File: config.mk
export PLATFORM = sky130hd
export DESIGN_NAME = frame_parser
export DESIGN_NICKNAME = d
export VERILOG_FILES = /design/src/rtl/axiuart_frame_pkg.sv /design/src/rtl/crc8_update.sv /design/src/rtl/frame_parser.sv
export SDC_FILE = /design/constraint.sdc
export NUM_CORES = 1
export LEC_CHECK = 0
export CAP_MARGIN = 20
export CORE_AREA = 2 2 89 125
export CTS_CLUSTER_SIZE = 28
export DETAILED_ROUTE_END_ITERATION = 8
export DIE_AREA = 0 0 91 127
export GPL_TIMING_DRIVEN = 0
export PLACE_DENSITY_LB_ADDON = 0.3
export SLEW_MARGIN = 20
export SYNTH_ARGS = -nofsm -noshare
export SYNTH_HDL_FRONTEND = slang
export SYNTH_SLANG_ARGS = --single-unit
File: constraint.sdc
create_clock -name clk -period 2.5 [get_ports clk]
set_input_delay 0.5 -clock clk [delete_from_list [all_inputs] [get_ports clk]]
set_output_delay 0.5 -clock clk [all_outputs]
set_load 0.005 [all_outputs]
File: src/rtl/axiuart_frame_pkg.sv
`default_nettype none
// ============================================================================
//  Module      : axiuart_frame_pkg
//  Description : Shared framing definitions for the UART host link: start-of-
//                frame markers, CRC-8 polynomial, result codes, parser states
//                and small command-decoding helpers.
//  Revision    : 1.0 - initial release
// ============================================================================
package axiuart_frame_pkg;

    // Start-of-frame markers: host-to-device and device-to-host
    localparam logic [7:0] c_sof_host      = 8'hA5;
    localparam logic [7:0] c_sof_device    = 8'h5A;

    // CRC-8 generator x^8 + x^2 + x + 1 (implicit x^8 term)
    localparam logic [7:0] c_crc8_poly     = 8'h07;

    // Result codes reported with every decoded frame
    localparam logic [7:0] c_err_ok        = 8'h00;
    localparam logic [7:0] c_err_crc       = 8'h01;
    localparam logic [7:0] c_err_timeout   = 8'h02;
    localparam logic [7:0] c_err_illegal   = 8'h03;

    // Number of address / data bytes carried in a frame
    localparam int unsigned c_addr_bytes   = 4;
    localparam int unsigned c_data_bytes   = 4;

    // Receive parser states
    typedef enum logic [2:0] {
        PS_IDLE = 3'd0,
        PS_CMD  = 3'd1,
        PS_ADDR = 3'd2,
        PS_DATA = 3'd3,
        PS_CRC  = 3'd4,
        PS_HOLD = 3'd5
    } parser_state_t;

    // Bit 7 clear means the frame carries write data
    function automatic logic cmd_is_read(input logic [7:0] cmd);
        return cmd[7];
    endfunction

    // Bits 6:4 are reserved and must be zero
    function automatic logic cmd_is_illegal(input logic [7:0] cmd);
        return (cmd[6:4] != 3'b000);
    endfunction

endpackage : axiuart_frame_pkg
`default_nettype wire

File: src/rtl/crc8_update.sv
`default_nettype none
// ============================================================================
//  Module      : crc8_update
//  Description : Combinational single-byte CRC-8 step (MSB first, poly 0x07).
//                Shared by the frame parser and the frame builder.
//  Revision    : 1.0 - initial release
// ============================================================================
module crc8_update
    import axiuart_frame_pkg::*;
(
    input  logic [7:0] i_crc,
    input  logic [7:0] i_data,
    output logic [7:0] o_crc
);

    logic [7:0] w_crc;

    // Fold the byte into the remainder, then clock eight shift/XOR steps
    always_comb begin
        w_crc = i_crc ^ i_data;
        for (int b = 0; b < 8; b++) begin
            if (w_crc[7]) begin
                w_crc = {w_crc[6:0], 1'b0} ^ c_crc8_poly;
            end else begin
                w_crc = {w_crc[6:0], 1'b0};
            end
        end
    end

    assign o_crc = w_crc;

endmodule : crc8_update
`default_nettype wire

File: src/rtl/frame_parser.sv
`default_nettype none
// ============================================================================
//  Module      : frame_parser
//  Description : Pops host command frames from a first-word-fall-through RX
//                FIFO, checks SOF / command / CRC-8 / inter-byte timeout and
//                presents one decoded result (with status code) per frame,
//                held until the consumer acknowledges it.
//  Revision    : 1.0 - initial release
// ============================================================================
module frame_parser
    import axiuart_frame_pkg::*;
#(
    parameter logic [7:0]  SOF_BYTE       = c_sof_host,
    parameter int unsigned TIMEOUT_CYCLES = 1000
)(
    input  logic        clk,
    input  logic        reset,
    input  logic [7:0]  rx_fifo_data,
    input  logic        rx_fifo_empty,
    output logic        rx_fifo_read,
    output logic [7:0]  parsed_cmd,
    output logic [31:0] parsed_addr,
    output logic [31:0] parsed_data,
    output logic [7:0]  error_status,
    output logic        frame_valid,
    input  logic        frame_ack
);

    localparam int unsigned     TMO_W      = $clog2(TIMEOUT_CYCLES + 1);
    localparam logic [TMO_W-1:0] c_tmo_last = TMO_W'(TIMEOUT_CYCLES - 1);

    parser_state_t      r_state;
    logic [1:0]         r_cnt;
    logic [7:0]         r_crc;
    logic [TMO_W-1:0]   r_tmo;
    logic [7:0]         r_cmd;
    logic [31:0]        r_addr;
    logic [31:0]        r_data;
    logic [7:0]         r_status;
    logic               r_valid;

    logic               w_pop;
    logic               w_in_frame;
    logic               w_timeout;
    logic [7:0]         w_crc_seed;
    logic [7:0]         w_crc_next;

    // Every state except HOLD consumes the head byte whenever one is present
    assign w_pop      = !rx_fifo_empty && (r_state != PS_HOLD);

    // States in which the inter-byte idle timer is running
    assign w_in_frame = (r_state == PS_CMD)  || (r_state == PS_ADDR) ||
                        (r_state == PS_DATA) || (r_state == PS_CRC);

    // Fires on the idle cycle that would bring the timer to TIMEOUT_CYCLES
    assign w_timeout  = w_in_frame && rx_fifo_empty && (r_tmo == c_tmo_last);

    // The command byte starts a fresh CRC; later bytes extend the running one
    assign w_crc_seed = (r_state == PS_CMD) ? 8'h00 : r_crc;

    crc8_update u_crc8 (
        .i_crc  (w_crc_seed),
        .i_data (rx_fifo_data),
        .o_crc  (w_crc_next)
    );

    // Idle timer: counts empty cycles inside a frame, cleared by any pop,
    // frozen outside the frame body
    always_ff @(posedge clk) begin
        if (!reset) begin
            r_tmo <= '0;
        end else if (w_in_frame) begin
            if (w_pop) begin
                r_tmo <= '0;
            end else begin
                r_tmo <= r_tmo + 1'b1;
            end
        end
    end

    // Frame state machine with registered decode results
    always_ff @(posedge clk) begin
        if (!reset) begin
            r_state  <= PS_IDLE;
            r_cnt    <= 2'd0;
            r_crc    <= 8'h00;
            r_cmd    <= 8'h00;
            r_addr   <= 32'h0;
            r_data   <= 32'h0;
            r_status <= c_err_ok;
            r_valid  <= 1'b0;
        end else begin
            case (r_state)
                PS_IDLE: begin
                    // Non-SOF bytes are popped and dropped
                    if (w_pop && (rx_fifo_data == SOF_BYTE)) begin
                        r_data  <= 32'h0;
                        r_state <= PS_CMD;
                    end
                end

                PS_CMD: begin
                    if (w_timeout) begin
                        r_status <= c_err_timeout;
                        r_valid  <= 1'b1;
                        r_state  <= PS_HOLD;
                    end else if (w_pop) begin
                        r_cmd   <= rx_fifo_data;
                        r_crc   <= w_crc_next;
                        r_cnt   <= 2'd0;
                        r_state <= PS_ADDR;
                    end
                end

                PS_ADDR: begin
                    if (w_timeout) begin
                        r_status <= c_err_timeout;
                        r_valid  <= 1'b1;
                        r_state  <= PS_HOLD;
                    end else if (w_pop) begin
                        r_addr[{r_cnt, 3'b000} +: 8] <= rx_fifo_data;
                        r_crc <= w_crc_next;
                        r_cnt <= r_cnt + 2'd1;
                        if (r_cnt == 2'd3) begin
                            r_state <= cmd_is_read(r_cmd) ? PS_CRC : PS_DATA;
                        end
                    end
                end

                PS_DATA: begin
                    if (w_timeout) begin
                        r_status <= c_err_timeout;
                        r_valid  <= 1'b1;
                        r_state  <= PS_HOLD;
                    end else if (w_pop) begin
                        r_data[{r_cnt, 3'b000} +: 8] <= rx_fifo_data;
                        r_crc <= w_crc_next;
                        r_cnt <= r_cnt + 2'd1;
                        if (r_cnt == 2'd3) begin
                            r_state <= PS_CRC;
                        end
                    end
                end

                PS_CRC: begin
                    if (w_timeout) begin
                        r_status <= c_err_timeout;
                        r_valid  <= 1'b1;
                        r_state  <= PS_HOLD;
                    end else if (w_pop) begin
                        // An illegal command outranks a CRC mismatch
                        if (cmd_is_illegal(r_cmd)) begin
                            r_status <= c_err_illegal;
                        end else if (rx_fifo_data != r_crc) begin
                            r_status <= c_err_crc;
                        end else begin
                            r_status <= c_err_ok;
                        end
                        r_valid <= 1'b1;
                        r_state <= PS_HOLD;
                    end
                end

                PS_HOLD: begin
                    if (frame_ack) begin
                        r_valid <= 1'b0;
                        r_state <= PS_IDLE;
                    end
                end

                default: begin
                    r_valid <= 1'b0;
                    r_state <= PS_IDLE;
                end
            endcase
        end
    end

    assign rx_fifo_read = w_pop;
    assign parsed_cmd   = r_cmd;
    assign parsed_addr  = r_addr;
    assign parsed_data  = r_data;
    assign error_status = r_status;
    assign frame_valid  = r_valid;

endmodule : frame_parser
`default_nettype wire

==> results.md <==
Cells and area:
- Counting the fill cells in the layout gives 952.
- Relative to the synthesized area, the layout overhead comes to 32.0%.
- The share of layout cells above drive strength 1 is about 8.2%.
- Leaving out fill and tap cells, the most frequent cell in the layout is dfxtp_1.
- The top cell types in the final layout, fill and taps aside, are dfxtp_1 (97), clkdlybuf4s50_1 (83), nand2_1 (78).
- Once layout is complete, the cells apart from fillers number slightly above 800.
- The total inserted antenna cells is 0.
- The number of nets in the layout is about 700.

Floorplan:
- The number of cell rows is 44.
- The die covers around 0.012 mm².
- The starting utilization of the core area is 44.5%.
- From bottom edge to top edge, the die measures between 100 and 150 µm.
- The floorplan step defined a core boundary enclosing 0.0103 mm².
- The number of placed I/O pins is 94.
- The die is between 90 and 100 µm wide.

Global routing:
- For this run, global-route usage on met3 was measured as about 5.7%.
- The initial antenna violation count is 0.
- The layer with the highest usage is met2.
- The routing usage on met1 is around a quarter.
- The largest net degree at the start of global routing is 20.
- The first global-routing pass estimated approximately 21 mm of wire.
- The number of global-route vias before repair is about 4,400.
- Global routing finished with a remaining overflow of 0.
- The fraction of met2 tracks used by global routing is 39.7%.
- The total routing usage reported by global routing is 22.7%.

Route:
- In the final routed layout, each cell accounts on average for ~17 µm.
- The detailed-routing iteration count for the pre-antenna-repair pass is 5.
- The final layout contains routed wiring with a total length of approximately 13 mm.
- The total DRC errors in the routed layout is 0.
- The starting DRC count in detailed routing is 230.
- For this block, the via count after detailed routing is 4,406.
- The detail route stage leaves a number of antenna-violating nets equal to 0.
- After detailed routing, the number of vias per cell comes to 5.47.

CTS:
- The quantity of hold-fixing buffers added after cts is 0.
- Clock tree synthesis selected as its root buffer the cell clkbuf_16.
- TritonCTS built the clock tree.
- For this design, the sink count on the clock tree is ~100.
- The clock passes through at most 2 buffers.
- Clock-pin slew was measured on the worst setup and hold paths at around 0.07 ns.
- The H-tree was split into 3 levels.
- TritonCTS created 9 clock buffers.
- The worst-skew pair later-pin latency is roughly 0.35 ns.

Synth:
- The synthesized netlist contains between 50 and 60 unique library cells.
- The post-synthesis sequential element count is 98.
- Synthesis produced a netlist whose cell count is ~560.
- A synthesized cell averages just over 8 µm².
- For this run, asynchronously set or reset flops after synthesis account for 0%.
- Yosys mapped a number of flops with a built-in enable equal to 0.
- Among all flip-flop cells after synthesis, the most frequent one is dfxtp_1.
- For this run, the register share of the synthesized area comes to approximately 43%.
- For this run, the number of Yosys warnings is 0.
- The post-synthesis cell area is 0.00461 mm².

Outcome:
- The run finished with clean final reports.

Critical path:
- In this run the worst path has a maximum fanout of 10.
- The kind of launch point of the worst setup path is a primary input.
- The critical path endpoint category is a primary output.
- The flop-to-flop setup slack is ~0.16 ns.
- By startpoint and endpoint, the worst setup path is classified as primary input to primary output.
- Walking the worst path, the cells encountered are clkdlybuf4s50_1 -> clkbuf_2 -> a21oi_1 -> clkdlybuf4s50_1.
- The data arrival at the endpoint of the critical path is between 1.5 and 2 ns.
- In this design, the stage delay of the slowest critical-path cell is approximately 0.54 ns.
- The required time of the worst setup path is around 2 ns.
- The most frequent cell on the critical path is clkdlybuf4s50_1.
- The slowest library cell on the worst path is clkdlybuf4s50_1.

Placed design:
- The number of port buffers is between 80 and 90.
- The global placement routability congestion is roughly 0.92.
- The post-placement setup slack is -0.623 ns.
- The placed cell count is 785.
- Once detailed placement completed, the half-perimeter wirelength came to between 9 and 10 mm.

STA:
- The final critical-path share of the clock period is a little over nine tenths.
- Setup slack on the critical path of the routed design comes to between 0.06 and 0.07 ns.
- The max-slew violation total from the final report came to 0.
- For this run, the top clock speed supported by timing is 0.411 GHz.
- Setup repair after global routing could not meet its margin everywhere.
- The post-route minimum period is about 2.4 ns.
- On the final layout, the worst hold slack is between 0.4 and 0.5 ns.
- Headroom to the max-slew limit came out at 45.8%.
- Between clock sinks in the finished design, the worst skew comes to roughly 0.0074 ns.
- For the pin with the worst max-slew slack, the measured transition is around 0.81 ns.
- Setup violations remaining at the end of the flow were counted as 0.
- The number of hold-slack violations in the final timing report is 0.

Flow run:
- The max-capacitance violation count is 0.

Power and ir drop:
- The total power draw is between 4 and 5 mW.
- For this design the ratio of total power to cell area is 693 mW/mm².
- IR analysis of the VDD net gives a maximum drop of 0.404 mV.
- The cell leakage power is 2.11 nW.

Hold path:
- The worst min-delay path category is flip-flop to flip-flop.
-- final cells by class --
| cell class | instances | area [µm²] | area share (%) |
|---|---|---|---|
| flip-flops and latches | 98 | 1960 | 32.3 |
| inverters | 5 | 18.8 | 0.308 |
| repair buffers | 88 | 873 | 14.4 |
| plain buffers | 48 | 220 | 3.62 |
| clock buffers | 9 | 225 | 3.70 |
| well taps | 138 | 173 | 2.84 |
| multi-input cells | 412 | 2520 | 41.4 |
| clock inverters | 7 | 93.8 | 1.54 |
-- cell families after synthesis --
| kind of cell | share of synthesized area [%] |
|---|---|
| flip-flops | 42.6 |
| buffers and inverters | 5.10 |
| other | 0.0813 |
| AO/OA/AOI/OAI | 16.4 |
| adder cells (fa/ha/maj) | 1.90 |
| XOR/XNOR | 9.80 |
| AND/OR/NAND/NOR | 22.7 |
| multiplexers | 1.38 |
-- worst max-delay path, delay by kind of cell --
family / cells / cell delay, ns
buf+inv: 3 / 1.25
compound gates: 1 / 0.18
-- per-layer routing --
metal | share of wire (%) | up-vias
met2 | 50 | 193
li1 | - | 2136
met1 | 38 | 2028
met3 | 6.8 | 49
met5 | 0 | -
met4 | 5.4 | 0
-- synth_stat cells (all sizes together), types with 7 or more instances --
library cell	number	area, µm²
nor3	7	35.0
nand4	10	62.6
dfxtp	98	1960
ha	7	87.6
xor2	23	235
a21oi	56	280
nor2	56	213
nand3	37	185
and3	8	50.1
a22oi	34	255
o21ai	20	100
nand2	78	293
clkbuf	33	124
buf	15	92.6
xnor2	20	194
-- registers in the layout (all words and copies together) (netlist names) --
register and cells:
frame_valid 1, parsed_data 32, r_cnt 2, error_status 2
r_state 3, parsed_cmd 8, parsed_addr 32, r_tmo 10
r_crc 8
-- stage by stage --
step | utilization (%) | TNS, ns | area, µm²
floorplan | - | 0 | 4630
global placement | 54.5 | -26.65 | 5640
detailed placement | 54.5 | -28.74 | 5640
CTS | 57.9 | 0 | 5990
global route | 58.8 | -0.213 | 6090
finish | 58.8 | 0 | 6090
-- worst paths after layout --
kind         depth (start not counted)              end            start
max                                  4     rx_fifo_read    rx_fifo_empty
min                                  2  parsed_addr[14]  parsed_addr[14]
max reg2reg                          7         r_crc[1]       r_state[0]
min reg2reg                          2  parsed_addr[14]  parsed_addr[14]
-- report_power, final --
| part | switching [mW] | internal, mW |
|---|---|---|
| Sequential | 0.0390 | 1.63 |
| Combinational | 0.638 | 0.436 |
| Clock | 0.676 | 0.804 |
| Total | 1.35 | 2.87 |
-- timing repair --
item	4_1_cts	5_1_grt
setup endpoints to repair	65	67
resized for setup	6	17
setup buffers	0	4
pin swaps	0	2
Note: power is estimated with default switching activity, not from simulation.
